===== src/rtl/s_iter_div_pe.sv =====
// s_iter_div_pe: iterative restoring divider processing element.
// Operands are picked from neighbour results, the own registered result, a constant or a
// neighbour delay output. One quotient bit is produced per advance cycle, followed by a
// two-phase fix-up: sign correction into the working registers, then result registration.
// A delay line forwards a neighbour delay output or this PE's companion result.
//
// Ports:
//   clk_i, rst_i            clock, synchronous active-high reset
//   mage_done_i             kernel end: abort to idle, clear result and delay line
//   pea_ready_i             global advance enable; low freezes all state
//   ctrl_pe_i               [2:0] sel_a, [5:3] sel_b, [7:6] op, [8] signed, [11:9] delay_sel
//   reg_const_i             constant operand
//   neigh_pe_op_i/_valid_i  neighbour results and valids (packed, neighbour 0 in LSBs)
//   neigh_delay_op_i/_valid_i neighbour delay outputs and valids
//   ready_o, busy_o         idle / dividing
//   valid_o, pe_res_o       registered result and its valid
//   delay_op_o/_valid_o     last delay-line stage
module s_iter_div_pe #(
   parameter int unsigned N_BITS      = 32,
   parameter int unsigned N_NEIGH     = 4,
   parameter int unsigned DELAY_DEPTH = 2
) (
   input  logic                      clk_i,
   input  logic                      rst_i,
   input  logic                      mage_done_i,
   input  logic                      pea_ready_i,
   input  logic [15:0]               ctrl_pe_i,
   input  logic [N_BITS-1:0]         reg_const_i,
   input  logic [N_NEIGH*N_BITS-1:0] neigh_pe_op_i,
   input  logic [N_NEIGH-1:0]        neigh_pe_op_valid_i,
   input  logic [N_NEIGH*N_BITS-1:0] neigh_delay_op_i,
   input  logic [N_NEIGH-1:0]        neigh_delay_op_valid_i,
   output logic                      ready_o,
   output logic                      busy_o,
   output logic                      valid_o,
   output logic [N_BITS-1:0]         pe_res_o,
   output logic [N_BITS-1:0]         delay_op_o,
   output logic                      delay_op_valid_o
);

   localparam int                NNeigh  = int'(N_NEIGH);
   localparam int unsigned       CntW    = $clog2(N_BITS);
   localparam logic [CntW-1:0]   CntLast = CntW'(N_BITS - 1);
   localparam logic [1:0]        OpNop   = 2'b00;
   localparam logic [1:0]        OpRem   = 2'b10;
   localparam logic [1:0]        OpAbs   = 2'b11;

   typedef enum logic [1:0] {StIdle, StCalc, StFix} state_e;

   // Control decode (bits [15:12] are reserved)
   logic [1:0][2:0] opnd_sel;
   logic [1:0]      op_live;
   logic            sgn_live;
   logic [2:0]      dsel_live;
   logic            unused_ctrl;

   assign opnd_sel    = {ctrl_pe_i[5:3], ctrl_pe_i[2:0]};
   assign op_live     = ctrl_pe_i[7:6];
   assign sgn_live    = ctrl_pe_i[8];
   assign dsel_live   = ctrl_pe_i[11:9];
   assign unused_ctrl = ^ctrl_pe_i[15:12];

   // State
   state_e                            state_q, state_d;
   logic [CntW-1:0]                   cnt_q, cnt_d;
   logic                              fix_ph_q, fix_ph_d;
   logic [N_BITS-1:0]                 quo_q, quo_d;
   logic [N_BITS-1:0]                 rem_q, rem_d;
   logic [N_BITS-1:0]                 mag_b_q, mag_b_d;
   logic                              neg_a_q, neg_a_d;
   logic                              neg_b_q, neg_b_d;
   logic                              dz_q, dz_d;
   logic [1:0]                        op_q, op_d;
   logic [2:0]                        dsel_q, dsel_d;
   logic [N_BITS-1:0]                 pe_res_q, pe_res_d;
   logic                              valid_q, valid_d;
   logic [DELAY_DEPTH-1:0][N_BITS-1:0] dly_q, dly_d;
   logic [DELAY_DEPTH-1:0]            dly_v_q, dly_v_d;

   // Delay selection follows ctrl while idle and the latched copy once a division is running.
   logic [2:0]        dsel_eff;
   logic [N_BITS-1:0] nb_dly;
   logic              nb_dly_v;

   assign dsel_eff = (state_q == StIdle) ? dsel_live : dsel_q;

   always_comb begin
      nb_dly   = '0;
      nb_dly_v = 1'b0;
      for (int i = 0; i < NNeigh; i++) begin
         if (int'(dsel_eff) == i) begin
            nb_dly   = neigh_delay_op_i[i*N_BITS +: N_BITS];
            nb_dly_v = neigh_delay_op_valid_i[i];
         end
      end
   end

   // Operand muxes: index 0 is a (dividend), index 1 is b (divisor)
   logic [1:0][N_BITS-1:0] opnd;
   logic [1:0]             opnd_v;

   always_comb begin
      opnd   = '0;
      opnd_v = '0;
      for (int k = 0; k < 2; k++) begin
         for (int i = 0; i < NNeigh; i++) begin
            if (int'(opnd_sel[k]) == i) begin
               opnd[k]   = neigh_pe_op_i[i*N_BITS +: N_BITS];
               opnd_v[k] = neigh_pe_op_valid_i[i];
            end
         end
         if (int'(opnd_sel[k]) == NNeigh) begin
            opnd[k]   = pe_res_q;
            opnd_v[k] = 1'b1;
         end else if (int'(opnd_sel[k]) == NNeigh + 1) begin
            opnd[k]   = reg_const_i;
            opnd_v[k] = 1'b1;
         end else if (int'(opnd_sel[k]) == NNeigh + 2) begin
            opnd[k]   = nb_dly;
            opnd_v[k] = nb_dly_v;
         end
      end
   end

   // Accept and operand conditioning. ABSDIV always treats operands as signed magnitudes.
   logic              accept;
   logic              take_abs;
   logic              neg_a, neg_b;
   logic [N_BITS-1:0] mag_a, mag_b;

   assign accept   = (state_q == StIdle) && (op_live != OpNop) && opnd_v[0] && opnd_v[1] &&
                     pea_ready_i && !mage_done_i;
   assign take_abs = sgn_live || (op_live == OpAbs);
   assign neg_a    = take_abs && opnd[0][N_BITS-1];
   assign neg_b    = take_abs && opnd[1][N_BITS-1];
   assign mag_a    = neg_a ? -opnd[0] : opnd[0];
   assign mag_b    = neg_b ? -opnd[1] : opnd[1];

   // Restoring step: dividend bits are shifted out of quo_q MSB-first while quotient bits
   // enter at the LSB. The extra top bit of trial is the borrow.
   logic [N_BITS:0]   shifted;
   logic [N_BITS+1:0] trial;
   logic              q_bit;

   assign shifted = {rem_q, quo_q[N_BITS-1]};
   assign trial   = {1'b0, shifted} - {2'b00, mag_b_q};
   assign q_bit   = ~trial[N_BITS+1];

   // Sign correction. For b==0 the remainder is restored to the raw dividend by undoing
   // whatever magnitude conversion was applied at accept.
   logic              neg_quo, neg_rem;
   logic [N_BITS-1:0] fix_quo, fix_rem;

   assign neg_quo = !dz_q && (op_q != OpAbs) && (neg_a_q ^ neg_b_q);
   assign neg_rem = neg_a_q && (dz_q || (op_q != OpAbs));
   assign fix_quo = dz_q ? '1 : (neg_quo ? -quo_q : quo_q);
   assign fix_rem = neg_rem ? -rem_q : rem_q;

   // Result selection during the fix-up exit phase
   logic              fix_exit;
   logic [N_BITS-1:0] res_main, res_comp;

   assign fix_exit = (state_q == StFix) && fix_ph_q;
   assign res_main = (op_q == OpRem) ? rem_q : quo_q;
   assign res_comp = (op_q == OpRem) ? quo_q : rem_q;

   // Delay-line input
   logic [N_BITS-1:0] dly_in;
   logic              dly_in_v;

   always_comb begin
      dly_in   = nb_dly;
      dly_in_v = nb_dly_v;
      if (int'(dsel_eff) == NNeigh) begin
         dly_in   = fix_exit ? res_comp : '0;
         dly_in_v = fix_exit;
      end
   end

   // Next state
   always_comb begin
      state_d  = state_q;
      cnt_d    = cnt_q;
      fix_ph_d = fix_ph_q;
      quo_d    = quo_q;
      rem_d    = rem_q;
      mag_b_d  = mag_b_q;
      neg_a_d  = neg_a_q;
      neg_b_d  = neg_b_q;
      dz_d     = dz_q;
      op_d     = op_q;
      dsel_d   = dsel_q;
      pe_res_d = pe_res_q;
      valid_d  = valid_q;
      dly_d    = dly_q;
      dly_v_d  = dly_v_q;

      if (mage_done_i) begin
         state_d  = StIdle;
         cnt_d    = '0;
         fix_ph_d = 1'b0;
         pe_res_d = '0;
         valid_d  = 1'b0;
         dly_d    = '0;
         dly_v_d  = '0;
      end else if (pea_ready_i) begin
         // A valid result is consumed by the first advancing cycle after it appears.
         valid_d    = 1'b0;
         dly_d[0]   = dly_in;
         dly_v_d[0] = dly_in_v;
         for (int i = 1; i < int'(DELAY_DEPTH); i++) begin
            dly_d[i]   = dly_q[i-1];
            dly_v_d[i] = dly_v_q[i-1];
         end

         unique case (state_q)
            StIdle: begin
               if (op_live == OpNop) begin
                  pe_res_d = '0;
               end else if (accept) begin
                  quo_d   = mag_a;
                  rem_d   = '0;
                  mag_b_d = mag_b;
                  neg_a_d = neg_a;
                  neg_b_d = neg_b;
                  dz_d    = (opnd[1] == '0);
                  op_d    = op_live;
                  dsel_d  = dsel_live;
                  cnt_d   = '0;
                  state_d = StCalc;
               end
            end
            StCalc: begin
               quo_d = {quo_q[N_BITS-2:0], q_bit};
               rem_d = q_bit ? trial[N_BITS-1:0] : shifted[N_BITS-1:0];
               cnt_d = cnt_q + CntW'(1);
               if (cnt_q == CntLast) begin
                  cnt_d   = '0;
                  state_d = StFix;
               end
            end
            StFix: begin
               if (!fix_ph_q) begin
                  quo_d    = fix_quo;
                  rem_d    = fix_rem;
                  fix_ph_d = 1'b1;
               end else begin
                  pe_res_d = res_main;
                  valid_d  = 1'b1;
                  fix_ph_d = 1'b0;
                  state_d  = StIdle;
               end
            end
            default: state_d = StIdle;
         endcase
      end
   end

   always_ff @(posedge clk_i) begin
      if (rst_i) begin
         state_q  <= StIdle;
         cnt_q    <= '0;
         fix_ph_q <= 1'b0;
         quo_q    <= '0;
         rem_q    <= '0;
         mag_b_q  <= '0;
         neg_a_q  <= 1'b0;
         neg_b_q  <= 1'b0;
         dz_q     <= 1'b0;
         op_q     <= OpNop;
         dsel_q   <= '0;
         pe_res_q <= '0;
         valid_q  <= 1'b0;
         dly_q    <= '0;
         dly_v_q  <= '0;
      end else begin
         state_q  <= state_d;
         cnt_q    <= cnt_d;
         fix_ph_q <= fix_ph_d;
         quo_q    <= quo_d;
         rem_q    <= rem_d;
         mag_b_q  <= mag_b_d;
         neg_a_q  <= neg_a_d;
         neg_b_q  <= neg_b_d;
         dz_q     <= dz_d;
         op_q     <= op_d;
         dsel_q   <= dsel_d;
         pe_res_q <= pe_res_d;
         valid_q  <= valid_d;
         dly_q    <= dly_d;
         dly_v_q  <= dly_v_d;
      end
   end

   assign ready_o          = (state_q == StIdle);
   assign busy_o           = (state_q != StIdle);
   assign valid_o          = valid_q;
   assign pe_res_o         = pe_res_q;
   assign delay_op_o       = dly_q[DELAY_DEPTH-1];
   assign delay_op_valid_o = dly_v_q[DELAY_DEPTH-1];

endmodule

===== config.mk =====
export PLATFORM = sky130hd
export DESIGN_NAME = s_iter_div_pe
export DESIGN_NICKNAME = d
export VERILOG_FILES = /design/src/rtl/s_iter_div_pe.sv
export SDC_FILE = /design/constraint.sdc
export NUM_CORES = 1
export LEC_CHECK = 0
export ABC_CLOCK_PERIOD_IN_PS = 3300
export CAP_MARGIN = 20
export CORE_ASPECT_RATIO = 2
export CORE_MARGIN = 2
export CORE_UTILIZATION = 48
export DETAILED_ROUTE_END_ITERATION = 12
export PLACE_DENSITY_LB_ADDON = 0.08
export SYNTH_ARGS = -nofsm -noshare
export SYNTH_HDL_FRONTEND = slang
export SYNTH_SLANG_ARGS = --single-unit

===== constraint.sdc =====
create_clock -name clk_i -period 3.3 [get_ports clk_i]
set_input_delay 0.495 -clock clk_i [delete_from_list [all_inputs] [get_ports clk_i]]
set_output_delay 0.495 -clock clk_i [all_outputs]
set_load 0.02 [all_outputs]

==> impl_metrics.toml, run 1 <==
[synth]
yosys_warnings = 0
yosysTopAreaCell = "dfxtp_1"
syn_nets = 2919
ys_types = 92
avgSynthCellArea_um2 = 7.36
async_reset_ff_share_pct = 0
synth_area_leaders = "dfxtp_1 (22%), mux2i_1 (6.8%), o21ai_0 (6.3%)"
ys_seq_elements = 211
synth_top_area_share_pct = 22.4
synth-edff-count = 0
yosysSeqAreaShare_pct = 22.4
synth_flop_cell = "dfxtp_1"
netlist_area_um2 = 18800
syn_inst = 2560

[place]
port_buffers = 379
dp_hpwl_mm = 82.6
gp_congestion = 1.12

[global_route]
grt_max_degree = 63
grt_usage_pct = 57.5
grt-ovfl-total = 2

[timing]
worstEpCategory = "register input"
grt-worst-endpoint = "rem_q[16]$_SDFFE_PP0P_/D"

[die]
die_h_um = 284
num_rows = 102
die_x_um = 144
io_pins = 384
initial_utilization_pct = 48.7

[clocking]
cts_sinks = 211
numCtsBuffers = 23
cts_buffer_depth = 3
htreeDepth = 1
root_buffer = "clkbuf_16"
cts_hold_buf = 0

[status]
lastStage = "5_1_grt"
error = "[ERROR GRT-0232] Routing congestion too high. Check the congestion heatmap in the GUI."
status = "did not finish"
## metal layers
metal	overflow	GRT usage, %
met5	0	4.51
met4	1	59.0
met3	0	28.5
met2	1	84.0
met1	0	56.1
## synthesized netlist by cell type (all sizes together) (34+ instances only)
master	count
a211oi	35
mux2i	129
nand2	264
nand3	43
clkbuf	162
o21ai	245
dfxtp	211
xor2	44
o22ai	63
nor3	48
nand2b	34
o211ai	49
buf	86
inv	65
xnor2	60
ha	42
nor2	256
a21oi	227
## logic make-up after synthesis
logic type,count (synthesis),synth area share [%]
flops,211,22.4
mux,191,12.6
simple gates,802,19.9
xor+xnor,104,4.83
fa+ha+maj,43,2.89
compound gates,894,30.1
buf+inv,315,7.25
## stage by stage
stage | worst slack, ps | cell area (um^2) | TNS (ps) | util (%) | instances
2_1_floorplan | -112 | 18900 | -513 | - | 2560
3_3_place_gp | -939 | 26500 | -60560 | 68.5 | 3731
3_5_place_dp | -910 | 26500 | -64880 | 68.5 | 3731
4_1_cts | -263 | 28500 | -6630 | 73.7 | 3814
## timing repair
action,in CTS
resized for setup,192
pin swaps,81
setup endpoints to repair,98
buffers inserted,44
gates cloned,3
==> run 2: changes to the inputs <==
ABC_CLOCK_PERIOD_IN_PS = 4300   (was 3300)
CORE_ASPECT_RATIO = unset   (was 2)
CORE_UTILIZATION = 40   (was 48)
PLACE_DENSITY_LB_ADDON = 0.15   (was 0.08)
clock period = 4.3 ns   (was 3.3 ns; I/O delays follow)
==> run 2 against run 1 <==
Effect of this change:
- the flow now finishes without violations
- area after synthesis stayed put
- synthesized cell count is the same
==> impl_metrics.toml, run 2 <==
[synth]
yosysSeqAreaShare_pct = 22.4
avgSynthCellArea_um2 = 7.36
synth_top_area_share_pct = 22.4
yosysTopAreaCell = "dfxtp_1"
synth_area_leaders = "dfxtp_1 (22%), mux2i_1 (6.8%), o21ai_0 (6.3%)"
ys_types = 92
synth_common_cells = "nand2_1 (264), nor2_1 (255), o21ai_0 (237)"
syn_inst = 2560
netlist_area_um2 = 18800
yosys_warnings = 0
syn_nets = 2919
synth_most_common_cell = "nand2_1"
synth-edff-count = 0
ys_seq_elements = 211
synth_flop_cell = "dfxtp_1"
async_reset_ff_share_pct = 0

[job]
drv_cap = 0

[critical_path]
path_delay_family = "compound AO/OA/AOI/OAI gates"
cp-startpoint = "state_q[1]"
r2r-end = "quo_q[28]"
r2r_start = "state_q[1]"
worstPathArrival_ps = 4560
crit_type = "reg2reg"
reg2reg_setup_slack_ps = 160
worst_setup_path_start_kind = "flip-flop"
crit_cells = 18
cp_cell_sequence = "inv_1 > ha_4 > buf_4 > and4b_1 > buf_12 > buf_4 > o21ai_0 > buf_4 > o2111ai_1 > a222oi_1 > buf_4 > nand4_1 > buf_4 > nor4_2 > nand2_1 > o21ai_1 > xor2_1 > a21oi_1"
worst_r2r_path_depth = 18
path_buf_inv = 7
worst-path-max-fanout = 13
crit_path_end = "quo_q[28]"
cpPeakStageDelay_ps = 570
cpMostUsedCell = "buf_4"
crit_slowest_cell = "a222oi_1"
crit_required_ps = 4720
end_kind = "flip-flop"

[timing]
setup_slack_ps = 159
rsz0062_at_grt = "no"
finalMaxSlewViolations = 0
hold_viol = 0
skew_ps = 10.1
finalSetupViolCount = 0
period_share_pct = 96.3
fin_crit_ps = 4140
max_slew_margin_pct = 27.5
worst_pin_slew_ps = 1090
fmax_ghz = 0.241
hold-worst-slack_ps = 471

[die]
die_h_um = 221
core_area_um2 = 46600
dieArea_um2 = 48900
io_pins = 384
initial_utilization_pct = 40.5
num_rows = 79
die_x_um = 221

[worst_hold_path]
whs_path_depth = 2
hold_class = "reg2reg"

[drt]
dr_wl_met3_mm = 7.60
drcViolationCount = 0
dr.pass1.iters = 6
finalWirelength_mm = 97.2
wl_met1_mm = 39.5
routedWlPerCell_um = 26.7
highest_layer = "met4"
dr_total_vias = 22500
postRouteAntennaNets = 0
post_drt_via_cell_ratio = 6.17
route.met2.wl_mm = 44.5
drtIter0Drc = 2581

[global_route]
grt_max_degree = 60
grt_pass1_wl_mm = 140
grt_usage_pct = 37.9
grt-ovfl-total = 0
antenna_found_initial = 4
first_global_vias = 21300

[layout]
multi_input_area_um2 = 13400
layout.nets = 3371
area_growth_pct = 34.9
num-fill-cells = 4461
final_area_um2 = 25400
final_core_util_pct = 54.6
drive_gt1_share_pct = 14.8
final_cell_mix = "clkdlybuf4s50_1 (373), buf_4 (290), nand2_1 (264), nor2_1 (255), o21ai_0 (236)"
regArea_um2 = 4220
layout_commonest_cell = "clkdlybuf4s50_1"

[clocking]
clk_pin_slew_ps = 70
numCtsBuffers = 23
htreeDepth = 1
root_buffer = "clkbuf_16"
cts_tree = "yes"
clkLatencyLatePin_ps = 540
cts_sinks = 211
cts_buffer_depth = 3

[power_and_ir_drop]
leakage_nw = 9.84
p_per_area_nw_per_um2 = 248
fin_total_pwr_mw = 6.30
ir_drop_mv = 0.253

[place]
port_buffers = 379
pre_cts_slack_ps = -133
gp_congestion = 1.05
dp_hpwl_mm = 79.3
placed_area_um2 = 24700

[status]
status = "completed"
[run 2: cell counts after synthesis]
No cell type changed its count.
[run 2: cell type report]
| type | instances | share of cell area, % |
|---|---|---|
| tap | 607 | 2.99 |
| inverter | 67 | 0.989 |
| timing repair buffer | 675 | 23.9 |
| multi-input combinational | 2034 | 52.6 |
| sequential | 211 | 16.6 |
| clock buffer | 28 | 2.46 |
| antenna | 5 | 0.0492 |
| clock inverter | 14 | 0.443 |
[run 2: kinds of logic after synthesis]
family / count (synthesis) / share of synthesized area, %
AO/OA/AOI/OAI: 894 / 30.1
XOR/XNOR: 104 / 4.83
adder cells (fa/ha/maj): 43 / 2.89
buffers and inverters: 315 / 7.25
flip-flops: 211 / 22.4
multiplexers: 191 / 12.6
AND/OR/NAND/NOR: 802 / 19.9
[run 2: worst min path at each step]
stage                        to        start  slack [ps]
floorplan           mag_b_q[31]  mag_b_q[31]         420
CTS                     neg_b_q      neg_b_q         470
detailed placement      valid_o      valid_o         460
finish                 cnt_q[4]     cnt_q[4]         470
global placement       cnt_q[4]     cnt_q[4]         450
global route        mag_b_q[15]  mag_b_q[15]         490
[run 2: timing repair]
| item | 4_1_cts | 5_1_grt |
|---|---|---|
| buffers inserted | 0 | 0 |
| endpoints found under the setup margin | 0 | 35 |
| hold buffers | 0 | 0 |
| gates resized for setup | 0 | 5 |
[run 2: where the power goes]
group	internal, mW	switching (mW)
logic	1.04	1.25
registers	1.99	0.0275
clock network	1.10	0.891
total	4.13	2.17
[run 2: layer usage]
metal / vias to the layer above / track usage [%]
li1: 10300 / -
met1: 10700 / 49.2
met2: 1212 / 61.9
met3: 201 / 4.44
met4: 0 / 19.4
met5: - / 0
[run 2: metrics by stage]
stage	setup TNS, ps	instances
final	0	3641
after global routing	0	3640
after CTS	0	3636
after detailed placement	-896	3594
after floorplan	0	2560
after global placement	-332	3594
[run 2: worst register-to-register path, delay by kind of cell (launching register included)]
family / cells / cell delay, ps
AO/OA/AOI/OAI: 5 / 1300
AND/OR/NAND/NOR: 4 / 680
flip-flops: 1 / 400
XOR/XNOR: 1 / 270
adder cells (fa/ha/maj): 1 / 230
buffers and inverters: 7 / 1140
No activity file was read; power rests on OpenSTA's default activity.
